==> src/rtl/cpu_types_pkg.sv <==
// Shared pipeline-control types plus the hazard priority decode.
// Latency: pure types and functions, no state.
// Backpressure: n/a.
package cpu_types_pkg;

  localparam int HZD_CNT_W = 16;

  typedef enum logic [1:0] {RUN, DWAIT, DRAIN, HALTED} hzd_state_t;

  typedef struct packed {
    logic en_ifid;
    logic en_idex;
    logic en_exmem;
    logic en_memwb;
    logic fl_ifid;
    logic fl_idex;
    logic fl_exmem;
    logic pc_en;
    logic redir_ex;
    logic redir_mem;
  } hzd_ctl_t;

  // Priority decode once the D-cache is not holding the pipe; older stages win.
  function automatic hzd_ctl_t hzd_rules(input logic halt, input logic mispredict,
                                         input logic jump, input logic lduse,
                                         input logic ihit);
    hzd_ctl_t c;
    c = '0;
    if (halt) begin
      c.fl_ifid  = 1'b1;
      c.fl_idex  = 1'b1;
      c.fl_exmem = 1'b1;
      c.en_memwb = 1'b1;
    end else if (mispredict) begin
      c.fl_ifid   = 1'b1;
      c.fl_idex   = 1'b1;
      c.fl_exmem  = 1'b1;
      c.en_memwb  = 1'b1;
      c.redir_mem = 1'b1;
      c.pc_en     = 1'b1;
    end else if (jump) begin
      c.fl_ifid  = 1'b1;
      c.fl_idex  = 1'b1;
      c.en_exmem = 1'b1;
      c.en_memwb = 1'b1;
      c.redir_ex = 1'b1;
      c.pc_en    = 1'b1;
    end else if (lduse) begin
      c.fl_idex  = 1'b1;
      c.en_exmem = 1'b1;
      c.en_memwb = 1'b1;
    end else if (!ihit) begin
      c.fl_ifid  = 1'b1;
      c.en_idex  = 1'b1;
      c.en_exmem = 1'b1;
      c.en_memwb = 1'b1;
    end else begin
      c.en_ifid  = 1'b1;
      c.en_idex  = 1'b1;
      c.en_exmem = 1'b1;
      c.en_memwb = 1'b1;
      c.pc_en    = 1'b1;
    end
    return c;
  endfunction

endpackage

==> src/rtl/sat_counter.sv <==
// Event counter that sticks at all-ones instead of wrapping.
// Latency: count reflects inc one cycle later.
// Backpressure: none; inc is ignored once saturated.
module sat_counter #(
  parameter int W = 16
) (
  input  logic         CLK,
  input  logic         nRST,
  input  logic         inc,
  output logic [W-1:0] count
);

  always_ff @(posedge CLK or negedge nRST) begin
    if (!nRST) begin
      count <= '0;
    end else if (inc && (count != '1)) begin
      count <= count + W'(1);
    end
  end

endmodule

==> src/rtl/hazard_controller.sv <==
// Pipeline latch/PC sequencer: stalls, bubbles and redirects from hazards and cache handshakes.
// Latency: strobes are combinational from state and inputs; state/counters update on CLK.
// Backpressure: a pending D-cache access freezes every latch and the PC until dhit.
module hazard_controller
  import cpu_types_pkg::*;
#(
  parameter int CNT_W = HZD_CNT_W,
  parameter int REG_W = 5
) (
  input  logic             CLK,
  input  logic             nRST,
  input  logic             ihit,
  input  logic             dhit,
  input  logic             dmem_req_mem,
  input  logic             dREN_ex,
  input  logic [REG_W-1:0] Rt_ex,
  input  logic [REG_W-1:0] Rs_id,
  input  logic [REG_W-1:0] Rt_id,
  input  logic             jump_ex,
  input  logic             mispredict_mem,
  input  logic             halt_mem,
  output logic             enable_ifid,
  output logic             enable_idex,
  output logic             enable_exmem,
  output logic             enable_memwb,
  output logic             flush_ifid,
  output logic             flush_idex,
  output logic             flush_exmem,
  output logic             pc_en,
  output logic             redirect_ex,
  output logic             redirect_mem,
  output logic             halted,
  output logic [CNT_W-1:0] stall_count,
  output logic [CNT_W-1:0] flush_count
);

  hzd_state_t state;
  hzd_ctl_t   ctl;
  logic       lduse;
  logic       stall_inc;
  logic       flush_inc;

  assign lduse = dREN_ex && (Rt_ex != '0) && ((Rt_ex == Rs_id) || (Rt_ex == Rt_id));

  always_ff @(posedge CLK or negedge nRST) begin
    if (!nRST) begin
      state <= RUN;
    end else begin
      case (state)
        RUN: begin
          if (dmem_req_mem && !dhit) state <= DWAIT;
          else if (halt_mem)         state <= DRAIN;
        end
        DWAIT:   if (dhit) state <= halt_mem ? DRAIN : RUN;
        DRAIN:   state <= HALTED;
        HALTED:  state <= HALTED;
        default: state <= RUN;
      endcase
    end
  end

  // A mispredict seen while waiting on the D-cache is only honoured in the dhit cycle.
  always_comb begin
    ctl = '0;
    case (state)
      RUN:     if (!(dmem_req_mem && !dhit)) ctl = hzd_rules(halt_mem, mispredict_mem, jump_ex, lduse, ihit);
      DWAIT:   if (dhit) ctl = hzd_rules(halt_mem, mispredict_mem, jump_ex, lduse, ihit);
      default: ctl = '0;
    endcase
    if (!nRST) ctl = '0;
  end

  assign enable_ifid  = ctl.en_ifid;
  assign enable_idex  = ctl.en_idex;
  assign enable_exmem = ctl.en_exmem;
  assign enable_memwb = ctl.en_memwb;
  assign flush_ifid   = ctl.fl_ifid;
  assign flush_idex   = ctl.fl_idex;
  assign flush_exmem  = ctl.fl_exmem;
  assign pc_en        = ctl.pc_en;
  assign redirect_ex  = ctl.redir_ex;
  assign redirect_mem = ctl.redir_mem;
  assign halted       = (state == HALTED);

  assign stall_inc = nRST && ((state == RUN) || (state == DWAIT)) && !ctl.pc_en;
  assign flush_inc = ctl.redir_ex || ctl.redir_mem;

  sat_counter #(.W(CNT_W)) u_stall_cnt (
    .CLK   (CLK),
    .nRST  (nRST),
    .inc   (stall_inc),
    .count (stall_count)
  );

  sat_counter #(.W(CNT_W)) u_flush_cnt (
    .CLK   (CLK),
    .nRST  (nRST),
    .inc   (flush_inc),
    .count (flush_count)
  );

endmodule

==> config.mk <==
export PLATFORM = sky130hd
export DESIGN_NAME = hazard_controller
export DESIGN_NICKNAME = d
export VERILOG_FILES = /design/src/rtl/cpu_types_pkg.sv /design/src/rtl/sat_counter.sv /design/src/rtl/hazard_controller.sv
export SDC_FILE = /design/constraint.sdc
export NUM_CORES = 1
export LEC_CHECK = 0
export ABC_AREA = 0
export CORE_UTILIZATION = 43
export CTS_BUF_LIST = sky130_fd_sc_hd__clkbuf_4 sky130_fd_sc_hd__clkbuf_8
export CTS_CLUSTER_DIAMETER = 200
export DETAILED_ROUTE_END_ITERATION = 8
export GPL_TIMING_DRIVEN = 0
export PLACE_DENSITY = 0.79
export SETUP_SLACK_MARGIN = 0.15
export SLEW_MARGIN = 20
export SYNTH_ARGS = -nofsm -noshare
export SYNTH_HDL_FRONTEND = slang
export SYNTH_HIERARCHICAL = 1
export SYNTH_SLANG_ARGS = --single-unit
==> constraint.sdc <==
create_clock -name CLK -period 2 [get_ports CLK]
set_input_delay 0.2 -clock CLK [delete_from_list [all_inputs] [get_ports CLK]]
set_output_delay 0.2 -clock CLK [all_outputs]
set_load 0.1 [all_outputs]
## After elaboration in Yosys (flattened, before gate mapping)

Index checks and enable logic that the tools add are counted.

| word-level totals | value |
|---|---|
| flip-flop bits (word level) | 34 |
| input bits | 24 |
| output and inout port bits | 43 |
| word-level logic and storage cells | 57 |

| cells by class | value |
|---|---|
| add/sub/neg operators | 2 |
| equal/unequal tests | 9 |
| mux-type cells | 27 |
| reductions and logical operators | 16 |

Operator list:

| kind | count |
|---|---|
| $add A16 B1 Y16 const B | 2 |
| $ne A16 B16 Y1 const B | 2 |
| $mux W10 | 3 |
| $pmux W10 S2 | 1 |
| $mux W2 | 8 |
| $eq A5 B5 Y1 | 2 |
| $mux W1 | 10 |
| $mux W3 | 3 |
| $logic_and A1 B1 Y1 | 7 |
| $pmux W2 S3 | 1 |
| $reduce_bool A5 Y1 | 1 |
| $eq A2 B2 Y1 const B | 2 |
| $mux W4 | 1 |
| $logic_or A1 B1 Y1 | 3 |
| $ne A3 B3 Y1 const B | 1 |
| $eq A2 B1 Y1 const B | 1 |
| $logic_not A1 Y1 | 2 |
| $logic_not A2 Y1 | 1 |
| $ne A2 B2 Y1 const B | 1 |
| $reduce_and A2 Y1 | 1 |
| $reduce_or A2 Y1 | 1 |

## Depth between registers and ports, before layout

Gate-level depths: netlist of run 1.

| depth | value |
|---|---|
| word-level depth | 13 |
| gate-level depth with buffers | 8 |
| mapped depth without buffers | 8 |

## By module

The synthesis of run 1 kept the hierarchy.

Modules (own cells, without submodules):

| module | instances | cells an instance | area an instance (µm²) |
|---|---|---|---|
| sat_counter at u_flush_cnt | 1 | 72 | 859.6 |
| sat_counter at u_stall_cnt | 1 | 73 | 795.8 |
| hazard_controller | 1 | 51 | 364.1 |

## Worst setup path after synthesis of run 1

OpenSTA, ideal clock, no wires.

| timing | value |
|---|---|
| kind | register -> output |
| start point | register state[1] |
| end point | output redirect_ex |
| arrival | 3781 ps |
| data required time | 1800 ps |
| slack | -1981 ps |
| cell stages (with the launch flop) | 5 |
| path through | dfrtp_1 > nor2b_1 > nand2_1 > nor3_1 > and2_1 |

| between the ends | value |
|---|---|
| longest elaborated chain between the ends | 3 |
| elaborated cells on any way between the ends | 4 |

RTL lines:

| item | line | source |
|---|---|---|
| from (decl) | hazard_controller.sv:37 | `hzd_state_t state;` |
| from (signal assigned) | hazard_controller.sv:54 | `DWAIT: if (dhit) state <= halt_mem ? DRAIN : RUN;` |
| $eq A2 B1 Y1 or $logic_not A2 Y1 (tied branches) | hazard_controller.sv:65 | `case (state)` |
| $pmux W10 S2 * | hazard_controller.sv:65 |  |
| $mux W10 * | hazard_controller.sv:70 | `if (!nRST) ctl = '0;` |
| to (decl) | hazard_controller.sv:30 | `output logic redirect_ex,` |

Every way passes the cells marked *; elsewhere a longest branch is shown, timed or not.

## Worst setup path after layout of run 1

| timing | value |
|---|---|
| start point | register state[0] |
| end point | register u_flush_cnt.count[15] |

| between the ends | value |
|---|---|
| longest elaborated chain between the ends | 5 |
| elaborated cells on any way between the ends | 6 |

RTL lines:

| item | line | source |
|---|---|---|
| $eq A2 B1 Y1 or $logic_not A2 Y1 (tied branches) | hazard_controller.sv:65 |  |
| $pmux W10 S2 * | hazard_controller.sv:65 |  |
| $mux W10 * | hazard_controller.sv:70 |  |
| $logic_or A1 B1 Y1 * | hazard_controller.sv:86 | `assign flush_inc = ctl.redir_ex \|\| ctl.redir_mem;` |
| named net flush_inc | hazard_controller.sv:41 | `logic flush_inc;` |
| $logic_and A1 B1 Y1 * | sat_counter.sv:16 | `end else if (inc && (count != '1)) begin` |
| to (signal assigned) | sat_counter.sv:17 | `count <= count + W'(1);` |
| to (decl) | sat_counter.sv:10 | `output logic [W-1:0] count` |

Mark *: on every way through the listed nets, which the timed path passes. The rest lies on a longest branch.
A chain may end at the register's enable or synchronous reset.

==> metrics, run 1 <==
Pre-Repair DR Iteration Count=6; RSZ-0062 raised after global routing=true; Post-Syn Nets=222; R2R Setup Slk=-0.001 ns; port bufs=66; root buffer cell=clkbuf_8; top_reg_cell synth=dfrtp_1; Final WS setup=-0.001208 ns; Hold/Removal Path Class=in -> async; Area Growth Syn to Fin=70.20%; CTS sink cnt=34; Synth area leaders=dfrtp_1 42%, xnor2_1 7.4%, xor2_1 4.3%, nand4_1 3.4%, nor4_4 3.2%; initial antenna violation count=0; Die H=between 70 and 80 um; vias in the first global route=1869; Synth Warn #=6; Yosys top cell by area=dfrtp_1; crit path time final=about 2 ns; f_max=roughly 500 MHz; post-synthesis sequential area ratio=0.4213; post-synthesis register bit count=34; first-pass GRT wire length=8866 um; count of different cell masters after synthesis=48; clk_lat worst skew=0.28 ns; DR vias/cell=roughly 5.5; LEAKAGE=1.561 nW; final slew viol count=0; total CTS buffers=5; Die ar.=4974 um^2; Setup TNS Final=-0.001619 ns; I/O Pins=67; DR iter-0 viols=95; CTS tree=yes; cell count after synthesis=196; largest fanout on the critical path=4; crit path kind=reg -> reg; DP Cell Count=315; area of placed instances=3007 um^2; number of synthesized flops with an enable pin=0; Max VDD drop=roughly 0.00040 V; share of cells above drive strength 1=0.4610; total wire length=5836 um; Tcrit/Tclk final=1.001; Slew headroom=0.3516; Initial Utilization=0.4544; dpl ws=-1.248 ns; worst hold slack=0.1098 ns; Die Width=around 71 um; Worst Setup End Kind=flop; CP required=between 2 and 2.5 ns; synthesized area=2019 um^2; number of max-cap violations=0; Total Routing Usage GR=0.2264; gpl congestion=~0.75; number of diodes=0; post-route DRC violation count=8; NumNets Final=320; via count=roughly 1900; Critical Path AT=between 2 and 2.5 ns; syn_area_per_cell=10.30 um^2; Max Buffers Root-to-Sink=2; largest net degree at the start of global routing=25; failing checks=design-rule violations, negative setup slack; Critical Path Source Type=flop; H-tree Lvls=2; design area=around 3400 um^2; run status=complete, but fails checks; Final ANT Viol Nets=0; grt total ovfl=0; Core Region=around 4400 um^2; FP Rows=24; Final setup viols=2; Reg clk slew, reported paths=approximately 0.070 ns; Cell Pwr Density=between 400 and 500 nW/um^2; Final HPWL DP=~3800 um; final hold violation count=0; asr flop ratio synth=1.000; share of the synthesized area in the top cell type=0.4213; clk_skew=between 0.002 and 0.0025 ns; worst-margin pin slew=between 0.9 and 1 ns; Final Non-Filler Cells=347; Routed WL per cell=roughly 17 um
power breakdown:
group	total [mW]	internal (mW)	switching [mW]
registers	0.760	0.726	0.0341
logic	0.419	0.124	0.295
clock network	0.534	0.291	0.242
total	1.71	1.14	0.571
cell families (layout without fill, tap and decap cells):
family,count (synthesis),count (layout),synth area share
multiplexers,4,4,0.02230
AO/OA/AOI/OAI,34,34,0.1258
adder cells (fa/ha/maj),2,2,0.01239
AND/OR/NAND/NOR,91,91,0.2937
buffers and inverters,4,103,0.007433
XOR/XNOR,27,27,0.1171
flip-flops,34,34,0.4213
layer usage:
metal / wire (um) / part of all wire / GRT usage
met1: 2323 / 0.40 / 0.2868
met2: 3175 / 0.54 / 0.3873
met3: 240 / 0.041 / 0.05983
met4: 97 / 0.017 / 0.06000
met5: 0 / 0 / 0
layout by cell type (no fill, tap or decap), types with 7 or more instances in the layout:
master | synthesis | final
buf_12 | 0 | 9
buf_4 | 0 | 20
dfrtp_2 | 0 | 20
dfrtp_4 | 0 | 12
dlygate4sd2_1 | 0 | 44
nand2_1 | 15 | 11
nand3_1 | 11 | 9
nand4_1 | 11 | 11
nor2_1 | 13 | 7
xnor2_1 | 17 | 16
xor2_1 | 10 | 10
critical path, cell delays in order, from the launching register on:
cell and delay [ns]:
dfrtp_1 0.41, buf_6 0.13, o21bai_4 0.16, nand2_4 0.11
nor3_4 0.21, buf_4 0.16, nand4_1 0.15, nor4_4 0.24
and4b_1 0.24, a21oi_1 0.06
through the flow:
| stage | utilization | total power [mW] |
|---|---|---|
| 2_1_floorplan | - | 1.038 |
| 3_3_place_gp | 0.6731 | 1.176 |
| 3_5_place_dp | 0.6765 | 1.187 |
| 4_1_cts | 0.7435 | 1.718 |
| 5_1_grt | 0.7734 | 1.792 |
| 6_report | 0.7734 | 1.712 |
path summary, 6_finish.rpt:
check	to	depth (start not counted)	startpoint
hold reg to reg	u_stall_cnt/count[6]	1	u_stall_cnt/count[6]
setup / recovery	u_flush_cnt/count[15]	9	state[0]
min in group CLK	state[0]	3	dmem_req_mem
setup reg to reg	u_flush_cnt/count[15]	9	state[0]
hold / removal	u_stall_cnt/count[13]	3	nRST
max in group asynchronous	u_stall_cnt/count[5]	2	nRST
repair_timing:
action	4_1_cts	5_1_grt
pin swaps	29	13
hold buffers	2	0
resized for setup	163	24
setup endpoints to repair	75	30
buffers inserted	17	5
endpoints found under the hold margin	34	0
synthesized netlist by cell type, types with 2 or more instances:
master and number:
and4_1 3, mux2_1 2, nand3_1 11, nand4_1 11, xor2_1 10, nor3b_1 2
a21oi_1 6, nor3_1 8, inv_1 4, and3_1 4, a31oi_1 5, nand2_1 15
o21a_1 6, nor2_1 13, o31ai_1 2, nand4_2 2, nand2b_1 3, ha_1 2
nor4_4 3, dfrtp_1 34, o21ai_0 3, mux2_2 2, and2_1 3, nor2b_1 2
xnor2_1 17
sequential cells by signal, summed over array words and instances, names as in the netlist:
register,cells
state,2
u_stall_cnt/count,16
u_flush_cnt/count,16
final cells by class:
class	instances	area (um^2)
Fill cell	299	1007
Sequential cell	34	920.9
Clock inverter	1	5.005
Clock buffer	7	90.09
Inverter	4	18.77
Multi-Input combinational cell	158	1444
Tap cell	52	65.06
Timing Repair Buffer	91	893.4
Note: power is estimated with default switching activity, not from simulation.
==> run 2, diff against run 1 <==
ABC_AREA = 1   (was 0)
CORE_MARGIN = 5   (was default)
CORE_UTILIZATION = 46   (was 43)
==> metrics, run 2 <==
biggest regs=u_flush_cnt/count: 16 flops, u_stall_cnt/count: 16 flops, state: 2 flops; R2R Setup Slk=0.08 ns (+0.08 ns); Die H=84.36 um (+20%); Pre-Repair DR Iteration Count=4 (-2); post-route DRC violation count=0 (-8); synthesized area=2544 um^2 (+26%); share of cells above drive strength 1=0.2637 (-0.1973); Total Routing Usage GR=0.1953 (-0.03114); CTS tree=yes; cell count after synthesis=393 (+100%); post-synthesis register bit count=34 (unchanged); most numerous cell in the Yosys netlist=nand2_1; via count=2785 (+45%); Final setup viols=0 (-2); top_reg_cell synth=dfrtp_1; clk_lat worst skew=0.29 ns (about the same); Max Buffers Root-to-Sink=2 (unchanged); Core Util, Final=0.7005 (-0.07288); total wire length=7104 um (+22%); count of different cell masters after synthesis=26 (-46%); Fill cells=474 (+59%); final hold violation count=0 (unchanged); Routed WL per cell=12.57 um (-25%); clk_skew=0.007676 ns (+0.005240 ns); CTS sink cnt=34 (unchanged); Yosys top cell by area=dfrtp_1; Final ANT Viol Nets=0 (unchanged); Max VDD drop=0.0007697 V (+92%); vias in the first global route=2603 (+39%); CP required=1.80 ns (-0.37 ns); most frequent cells in the layout=155 x nand2_1, 50 x inv_1, 39 x dlygate4sd2_1; grt total ovfl=0 (unchanged); number of diodes=0 (unchanged); initial antenna violation count=0 (unchanged); H-tree Lvls=2 (unchanged); number of synthesized flops with an enable pin=0 (unchanged); Worst Setup End Kind=output port; crit path time final=1.949 ns (-0.05202 ns); Area Growth Syn to Fin=49.78%; worst hold slack=0.5014 ns (+0.3916 ns); Synth area leaders=dfrtp_1 33%, nand2_1 24%, inv_1 7.8%, nor2_1 6.5%, xnor2_1 3.8%; asr flop ratio synth=1.000 (unchanged); Critical Path Source Type=flop; Tcrit/Tclk final=0.9746 (-0.02601); RSZ-0062 raised after global routing=true; area of the multi-input gates=1573 um^2 (+8.9%); Cell Pwr Density=919.1 nW/um^2 (+84%); FP Rows=27 (+13%); largest fanout on the critical path=4 (unchanged); DR vias/cell=4.929 (-11%); Slew headroom=0.3584 (+0.006800); LEAKAGE=1.884 nW (+21%); top post-synthesis cells by count=160 x nand2_1, 53 x inv_1, 44 x nor2_1; Post-Syn Nets=419 (+89%); total CTS buffers=5 (unchanged); DR iter-0 viols=114 (+20%); port bufs=66 (unchanged); root buffer cell=clkbuf_8; number of max-cap violations=0 (unchanged); crit path kind=reg -> out; final slew viol count=0 (unchanged); Die ar.=7117 um^2 (+43%); share of the synthesized area in the top cell type=0.3345 (-0.08683); Final HPWL DP=4961 um (+30%); dpl ws=-0.8965 ns (+0.3519 ns); f_max=513.0 MHz (+2.7%); Reg clk slew, reported paths=0.07 ns (about the same); syn_area_per_cell=6.472 um^2 (-37%); Seq. cell area=880.8 um^2 (-4.3%); Critical Path AT=1.75 ns (-0.42 ns); I/O Pins=67 (unchanged); worst-margin pin slew=0.9662 ns (-0.01024 ns); Hold/Removal Path Class=reg -> reg; first-pass GRT wire length=11540 um (+30%); Synth Warn #=6 (unchanged); Initial Utilization=0.4677 (+0.01329); NumNets Final=518 (+62%); Final WS setup=0.05082 ns (+0.05202 ns); gpl congestion=0.8656 (+15%); largest net degree at the start of global routing=27 (+8.0%); run status=complete, no violations; Die Width=84.36 um (+20%); post-synthesis sequential area ratio=0.3345 (-0.08683); Core Region=5439 um^2 (+22%); commonest non-fill, non-tap cell in the layout=nand2_1
run 2: area by class of cell:
type	count	area share
Buffer	4	0.01182
Clock buffer	7	0.02365
Clock inverter	1	0.001314
Inverter	56	0.05583
Multi-Input combinational cell	299	0.4128
Sequential cell	34	0.2312
Tap cell	72	0.02365
Timing Repair Buffer	92	0.2397
run 2: what timing repair did:
action                                  4_1_cts  5_1_grt
endpoints found under the setup margin       71       44
gates resized for setup                     131       41
buffers inserted                             13        7
endpoints found under the hold margin         8        0
pin swaps                                    12       11
gates cloned                                  0        3
hold buffers                                  2        0
run 2: worst paths after layout:
check,startpoint,endpoint,cells past startpoint
min in group asynchronous,nRST,u_stall_cnt/count[14],3
max,state[0],enable_ifid,8
max reg2reg,state[1],u_stall_cnt/count[15],14
min reg2reg,u_stall_cnt/count[8],u_stall_cnt/count[8],1
max in group asynchronous,nRST,u_stall_cnt/count[8],3
min,u_stall_cnt/count[8],u_stall_cnt/count[8],1
run 2: power by group:
part / total [mW] / internal, mW / switching, mW
logic: 1.94 / 0.499 / 1.44
clock network: 0.554 / 0.292 / 0.262
registers: 1.01 / 0.829 / 0.180
run 2: logic make-up after synthesis:
logic type | Yosys count | share of synthesized area
AO/OA/AOI/OAI | 28 | 0.06444
flip-flops | 34 | 0.3345
XOR/XNOR | 13 | 0.04476
adder cells (fa/ha/maj) | 2 | 0.009836
AND/OR/NAND/NOR | 256 | 0.4461
buffers and inverters | 60 | 0.1003
run 2: critical path, stage by stage, from the launching register on:
cell     delay [ns]
dfrtp_1        0.44
nor2_2         0.16
nand2_2        0.09
o21ai_4        0.08
nand2_4        0.10
nor2_4         0.15
inv_4          0.08
nor3_4         0.16
buf_12         0.20
run 2: routing by layer:
layer | share of wire | GRT usage | wire length, um | vias to the layer above
li1 | - | - | - | 1403
met3 | 0.053 | 0.04711 | 380 | 12
met2 | 0.51 | 0.3501 | 3641 | 75
met5 | 0 | 0 | 0 | -
met1 | 0.41 | 0.2304 | 2923 | 1295
met4 | 0.022 | 0.05899 | 159 | 0
run 2: stage by stage:
step	total power [mW]	TNS [ns]	std cells	area, um^2
detailed placement	2.846	-13.88	532	3369
global placement	2.815	-61.69	531	3354
CTS	3.419	0	555	3605
global route	3.689	-0.2627	565	3810
floorplan	2.379	-1.914	393	2604
finish	3.502	0	565	3810
